[config.mk]
export PLATFORM = sky130hd
export DESIGN_NAME = timer_bank
export DESIGN_NICKNAME = d
export VERILOG_FILES = /design/src/rtl/timer_bank.sv
export SDC_FILE = /design/constraint.sdc
export NUM_CORES = 1
export LEC_CHECK = 0
export CAP_MARGIN = 30
export CORE_MARGIN = 1.5
export CORE_UTILIZATION = 64
export CTS_BUF_LIST = sky130_fd_sc_hd__clkbuf_4 sky130_fd_sc_hd__clkbuf_8 sky130_fd_sc_hd__clkbuf_16
export DETAILED_ROUTE_END_ITERATION = 8
export GPL_TIMING_DRIVEN = 0
export PLACE_DENSITY = 0.87
export REMOVE_ABC_BUFFERS = 1
export SETUP_SLACK_MARGIN = 0.3
export SLEW_MARGIN = 25
export SYNTH_ARGS = -nofsm -noshare
export SYNTH_HDL_FRONTEND = slang
export SYNTH_SLANG_ARGS = --single-unit
[constraint.sdc]
create_clock -name clk -period 5 [get_ports clk]
set_clock_uncertainty 0.2 [all_clocks]
set_input_delay 1.5 -clock clk [delete_from_list [all_inputs] [get_ports clk]]
set_output_delay 1.5 -clock clk [all_outputs]
set_load 0.005 [all_outputs]
[src/rtl/timer_bank.sv]
// timer_bank: bank of CHANNELS independent prescaled up/down timers behind a
// word-addressed register bus with one-cycle read latency.
//
// Ports:
//   clk            system clock, all state changes on the rising edge
//   reset          synchronous active-high reset
//   reg_read       read strobe (one cycle per access)
//   reg_write      write strobe (one cycle per access)
//   reg_address    word address {channel, reg[1:0]}
//   reg_data_in    write data
//   reg_read_valid pulses the cycle after reg_read
//   reg_data_out   read data, held until the next read
//   irq            registered OR over channels of (flag & irq_en)
//
// Per-channel registers: 0 COUNT, 1 CONFIG, 2 RELOAD, 3 STATUS (W1C flag).
module timer_bank #(
    parameter int unsigned CHANNELS = 4,
    parameter int unsigned WIDTH    = 32,
    localparam int unsigned ADDR_WIDTH =
        (($clog2(CHANNELS) + 2) < 3) ? 3 : ($clog2(CHANNELS) + 2)
) (
    input  logic                  clk,
    input  logic                  reset,
    input  logic                  reg_read,
    input  logic                  reg_write,
    input  logic [ADDR_WIDTH-1:0] reg_address,
    input  logic [31:0]           reg_data_in,
    output logic                  reg_read_valid,
    output logic [31:0]           reg_data_out,
    output logic                  irq
);

    localparam int unsigned CH_W   = ADDR_WIDTH - 2;
    localparam int unsigned PS_W   = 16;
    localparam int unsigned DATA_W = 32;

    localparam logic [1:0] REG_COUNT  = 2'd0;
    localparam logic [1:0] REG_CONFIG = 2'd1;
    localparam logic [1:0] REG_RELOAD = 2'd2;
    localparam logic [1:0] REG_STATUS = 2'd3;

    // Per-channel control fields as stored (unimplemented CONFIG bits dropped).
    typedef struct packed {
        logic [PS_W-1:0] prescale;
        logic            one_shot;
        logic            irq_en;
        logic            dir;
        logic            enable;
    } cfg_t;

    // Architectural state
    logic [WIDTH-1:0] count_q  [CHANNELS];
    logic [WIDTH-1:0] reload_q [CHANNELS];
    cfg_t             cfg_q    [CHANNELS];
    logic [PS_W-1:0]  pcnt_q   [CHANNELS];
    logic [CHANNELS-1:0] flag_q;

    // Bus decode
    logic [CH_W-1:0]  addr_ch_c;
    logic [1:0]       addr_reg_c;
    logic [WIDTH-1:0] wdata_c;
    cfg_t             cfg_wdata_c;

    logic [CHANNELS-1:0] wr_count_c;
    logic [CHANNELS-1:0] wr_config_c;
    logic [CHANNELS-1:0] wr_reload_c;
    logic [CHANNELS-1:0] wr_status_c;

    // Counter datapath
    logic [CHANNELS-1:0] tick_c;
    logic [CHANNELS-1:0] at_wrap_c;
    logic [CHANNELS-1:0] event_c;
    logic [CHANNELS-1:0] irq_src_c;
    logic [WIDTH-1:0]    count_nxt_c [CHANNELS];
    logic [PS_W-1:0]     pcnt_nxt_c  [CHANNELS];

    logic [DATA_W-1:0]   rdata_c;

    assign addr_ch_c   = reg_address[ADDR_WIDTH-1:2];
    assign addr_reg_c  = reg_address[1:0];
    assign wdata_c     = reg_data_in[WIDTH-1:0];
    assign cfg_wdata_c = {reg_data_in[31:16], reg_data_in[3:0]};

    // Write strobes per channel; channel indices beyond CHANNELS match nothing.
    always_comb begin
        wr_count_c  = '0;
        wr_config_c = '0;
        wr_reload_c = '0;
        wr_status_c = '0;
        for (int c = 0; c < CHANNELS; c++) begin
            if (reg_write && (addr_ch_c == CH_W'(c))) begin
                wr_count_c[c]  = (addr_reg_c == REG_COUNT);
                wr_config_c[c] = (addr_reg_c == REG_CONFIG);
                wr_reload_c[c] = (addr_reg_c == REG_RELOAD);
                wr_status_c[c] = (addr_reg_c == REG_STATUS);
            end
        end
    end

    // Prescaler tick, wrap detection and next count per channel.
    always_comb begin
        tick_c    = '0;
        at_wrap_c = '0;
        event_c   = '0;
        irq_src_c = '0;
        for (int c = 0; c < CHANNELS; c++) begin
            count_nxt_c[c] = count_q[c];
            pcnt_nxt_c[c]  = pcnt_q[c];

            tick_c[c] = cfg_q[c].enable && (pcnt_q[c] == cfg_q[c].prescale);
            if (cfg_q[c].enable) begin
                pcnt_nxt_c[c] = tick_c[c] ? '0 : pcnt_q[c] + PS_W'(1);
            end

            // Up mode past RELOAD simply rolls over at 2^WIDTH with no event.
            if (cfg_q[c].dir) begin
                at_wrap_c[c]   = (count_q[c] == reload_q[c]);
                count_nxt_c[c] = at_wrap_c[c] ? '0 : count_q[c] + WIDTH'(1);
            end else begin
                at_wrap_c[c]   = (count_q[c] == '0);
                count_nxt_c[c] = at_wrap_c[c] ? reload_q[c] : count_q[c] - WIDTH'(1);
            end

            // A software COUNT write on the tick edge overrides the wrap and its event.
            event_c[c]   = tick_c[c] && at_wrap_c[c] && !wr_count_c[c];
            irq_src_c[c] = flag_q[c] && cfg_q[c].irq_en;
        end
    end

    // Read mux over pre-edge state; unmapped channels read as zero.
    always_comb begin
        rdata_c = '0;
        for (int c = 0; c < CHANNELS; c++) begin
            if (addr_ch_c == CH_W'(c)) begin
                case (addr_reg_c)
                    REG_COUNT:  rdata_c = DATA_W'(count_q[c]);
                    REG_CONFIG: rdata_c = {cfg_q[c].prescale, 12'd0, cfg_q[c].one_shot,
                                           cfg_q[c].irq_en, cfg_q[c].dir, cfg_q[c].enable};
                    REG_RELOAD: rdata_c = DATA_W'(reload_q[c]);
                    default:    rdata_c = {30'd0, cfg_q[c].enable, flag_q[c]};
                endcase
            end
        end
    end

    // Channel state update.
    always_ff @(posedge clk) begin
        if (reset) begin
            for (int c = 0; c < CHANNELS; c++) begin
                count_q[c]  <= '0;
                reload_q[c] <= '0;
                cfg_q[c]    <= '0;
                pcnt_q[c]   <= '0;
            end
            flag_q <= '0;
        end else begin
            for (int c = 0; c < CHANNELS; c++) begin
                if (wr_count_c[c]) begin
                    count_q[c] <= wdata_c;
                end else if (tick_c[c]) begin
                    count_q[c] <= count_nxt_c[c];
                end

                if (wr_reload_c[c]) begin
                    reload_q[c] <= wdata_c;
                end

                // CONFIG writes restart the prescaler and override a one-shot stop.
                if (wr_config_c[c]) begin
                    cfg_q[c]  <= cfg_wdata_c;
                    pcnt_q[c] <= '0;
                end else begin
                    pcnt_q[c] <= pcnt_nxt_c[c];
                    if (event_c[c] && cfg_q[c].one_shot) begin
                        cfg_q[c].enable <= 1'b0;
                    end
                end

                // Set beats W1C when both land on the same edge.
                flag_q[c] <= event_c[c] | (flag_q[c] & ~(wr_status_c[c] & reg_data_in[0]));
            end
        end
    end

    // Registered bus response and interrupt.
    always_ff @(posedge clk) begin
        if (reset) begin
            reg_read_valid <= 1'b0;
            reg_data_out   <= '0;
            irq            <= 1'b0;
        end else begin
            reg_read_valid <= reg_read;
            if (reg_read) begin
                reg_data_out <= rdata_c;
            end
            irq <= |irq_src_c;
        end
    end

endmodule

==> impl_metrics.tcl <==
set metrics [dict create \
    grt_max_degree 77 \
    placedCellCount 3683 \
    worst_hold_path_type "reg -> reg" \
    path_cells "clkdlybuf4s50_1 -> nand3_2 -> nor2_1 -> or2_2 -> or4_1 -> or3_1 -> o211ai_1" \
    slew_headroom_pct 24.46 \
    postCtsHoldBufs 0 \
    drcViolationCount 0 \
    worstMarginPinSlew_ns 1.130 \
    cts_tree "done" \
    num_rows 80 \
    final_layout_size_suffix_gt1_share_pct 8.626 \
    dr_total_vias 28000 \
    synth-seq-cells 438 \
    area_growth_pct 9.611 \
    die_h_um 222.3 \
    endpoint_kind "register" \
    multiInputGateArea_um2 16880 \
    synth_flop_cell "edfxtp_1" \
    clockBufferDepth 3 \
    synth-async-reset-ratio_pct 0 \
    io_buffer_count 73 \
    synth_cell_types 79 \
    critical_path.max_stage_delay_ns 0.95 \
    hpwl_um 76530 \
    reg2reg_depth 7 \
    synth_edf_count 400 \
    critPathMaxFanout 22 \
    core_um2 47550 \
    total_power_uw 9773 \
    syn_area_per_cell_um2 9.391 \
    path_depth 7 \
    whs_path_depth 2 \
    regToRegEndpoint "count_q[0][24]" \
    clock-sinks 438 \
    setup_violations 0 \
    worstPathArrival_ns 4.87 \
    reg2reg_from "count_q[0][9]" \
    setup_tns_ns 0 \
    clk_pin_slew_ns 0.06 \
    register_area_um2 12770 \
    finalNonFillerCells 3783 \
    synth_area_leaders "edfxtp_1 (39%), xor2_1 (7.8%), xnor2_1 (5.2%)" \
    firstDrtPassIters 7 \
    synth_area_leader_cell "edfxtp_1" \
    ant_nets 0 \
    period_share_pct 91.69 \
    p_leak_uw 0.01169 \
    synth_top_cell_area_share_pct 39.03 \
    start_util_pct 64.73 \
    placed_cell_area_um2 31980 \
    cts-root-buf "clkbuf_16" \
    final.min_clock_period_ns 4.584 \
    ios 74 \
    cts_max_level 2 \
    cts_buffers 49 \
    chipWidth_um 222.3 \
    antenna_found_initial 5 \
    cp-start-kind "input port" \
    clk-insertion-delay-late_ns 0.66 \
    slew_viol_final 0 \
    fillCellCount 3417 \
    rsz0062_at_grt "false" \
    yosysSeqAreaShare_pct 41.50 \
    wl_per_cell_um 29.47 \
    reg2reg_slack_ns 0.66 \
    via_per_inst 7.402 \
    nets 3180 \
    status "finished, final reports clean" \
    first_global_vias 26260 \
    maxCapViolations 0 \
    fin_area_um2 33730 \
    path_class "in -> reg" \
    synth_area_um2 30780 \
    hp-start "reg_data_out[18]" \
    yosys_warnings 0 \
    peakVddDrop_mv 0.2519 \
    drtIter0Drc 4724 \
    hold_violations 0 \
    totalWireLength_um 111500 \
    critical_path.top_delay_family "simple AND/OR/NAND/NOR gates" \
    gp_congestion 1.044 \
    critPathBufInv 1 \
    worst_ep_required_time_ns 5.29 \
    grt_pass1_wl_um 165700 \
    hold_path_end "reg_data_out[18]" \
    grt_overflow 0 \
    dieArea_um2 49410 \
    fmax_ghz 0.2181 \
    slowest_stage "or4_1" \
    grtUsageTotal_pct 44.56 \
    synthCells 3277 \
    powerDensity_nw_per_um2 289.7 \
]
per-layer routing:
layer,vias to the layer above,track usage (%),part of all wire [%]
li1,11680,-,-
met2,2380,62.67,41
met5,-,0,0.0099
met4,2,34.31,9.0
met1,13390,57.78,35
met3,557,13.10,15
registers in the layout (all words and copies together), names as in the netlist:
register	count
count_q	128
reload_q	128
cfg_q	80
pcnt_q	64
reg_data_out	32
flag_q	4
irq	1
reg_read_valid	1
synthesized netlist by cell type (all sizes together), types with 8 or more instances:
master and n:
o21ai 101, o221a 16, a22oi 22, a21oi 86, a22o 32, o41ai 8
clkbuf 302, edfxtp 400, nand2b 19, a311oi 9, nor2b 10, o211ai 42
o221ai 13, or4 22, o32ai 30, and3 57, nor4 97, xor2 275
nand3 93, mux4 20, inv 38, o31a 17, nand4 87, a31oi 13
nor2 326, and2 216, and4 19, a221oi 11, a211oi 49, nand2 194
a211o 17, or2 19, nor3 91, ha 16, dfxtp 38, o32a 8
o211a 8, buf 29, o22ai 17, or3 36, mux2i 101, xnor2 184
final cells by class:
class	instances	share of cell area, %
Multi-Input combinational cell	2468	50.05
Sequential cell	438	37.86
Timing Repair Buffer	127	4.429
Clock buffer	62	3.924
Tap cell	615	2.281
Clock inverter	30	0.9866
Inverter	40	0.4488
Antenna cell	3	0.02225
worst reg2reg max path: stages (launching register included):
cell and delay [ns]:
edfxtp_1 0.62, nor3_1 0.66, nand3_1 0.77, or3_2 1.00, buf_16 0.28, nor2_1 0.17, a211oi_1 0.07, o31a_1 0.30
cells in the final DEF, fill, tap and decap left out, drive strengths merged, types with 57 or more instances in the layout:
master | netlist | routed
and2 | 216 | 216
nand4 | 87 | 87
mux2i | 101 | 101
nor3 | 91 | 91
nand3 | 93 | 93
buf | 29 | 68
a21oi | 86 | 86
edfxtp | 400 | 400
xnor2 | 184 | 184
nor2 | 326 | 326
and3 | 57 | 57
clkdlybuf4s50 | 0 | 59
o21ai | 101 | 101
clkbuf | 302 | 62
xor2 | 275 | 275
nand2 | 194 | 194
nor4 | 97 | 97
through the flow:
stage | worst slack (ns) | hold slack (ns) | utilization (%)
after floorplan | -0.1135 | 0.2513 | -
after global placement | -10.27 | 0.2542 | 65.21
after detailed placement | -0.3445 | 0.2586 | 67.27
after CTS | 0.3083 | 0.2703 | 70.76
after global routing | 0.3827 | 0.2820 | 70.93
final | 0.4156 | 0.2643 | 70.95
how the worst max path moves through the flow:
stage	startpoint	to	slack, ns
after floorplan	reg_address[0]	count_q[2][16]	-0.11
after global placement	reg_address[1]	reg_data_out[29]	-10.27
after detailed placement	reg_address[1]	count_q[2][16]	-0.34
after CTS	reg_address[1]	pcnt_q[3][15]	0.31
after global routing	reg_address[1]	count_q[3][31]	0.38
final	reg_write	count_q[3][31]	0.42
repair_timing:
item | 4_1_cts | 5_1_grt
pin swaps | 0 | 1
endpoints found under the setup margin | 4 | 89
gates resized for setup | 1 | 4
buffers inserted | 0 | 3
gates cloned | 0 | 0
kinds of logic (layout without fill, tap and decap cells):
group	count (synthesis)	after routing	share of synthesized area, %
xor+xnor	459	459	13.06
other cells	0	3	0
flops	438	438	41.50
mux	128	128	5.005
buf+inv	371	259	4.627
compound gates	553	553	12.95
simple gates	1312	1312	22.20
fa+ha+maj	16	16	0.6505
power breakdown:
part	total (µW)	switching, µW	internal (µW)	leakage, µW
Combinational	1330	838	490	0.00654
Clock	3850	1650	2200	0.000820
Sequential	4600	362	4240	0.00434
Power figures use the tool's default switching activity.
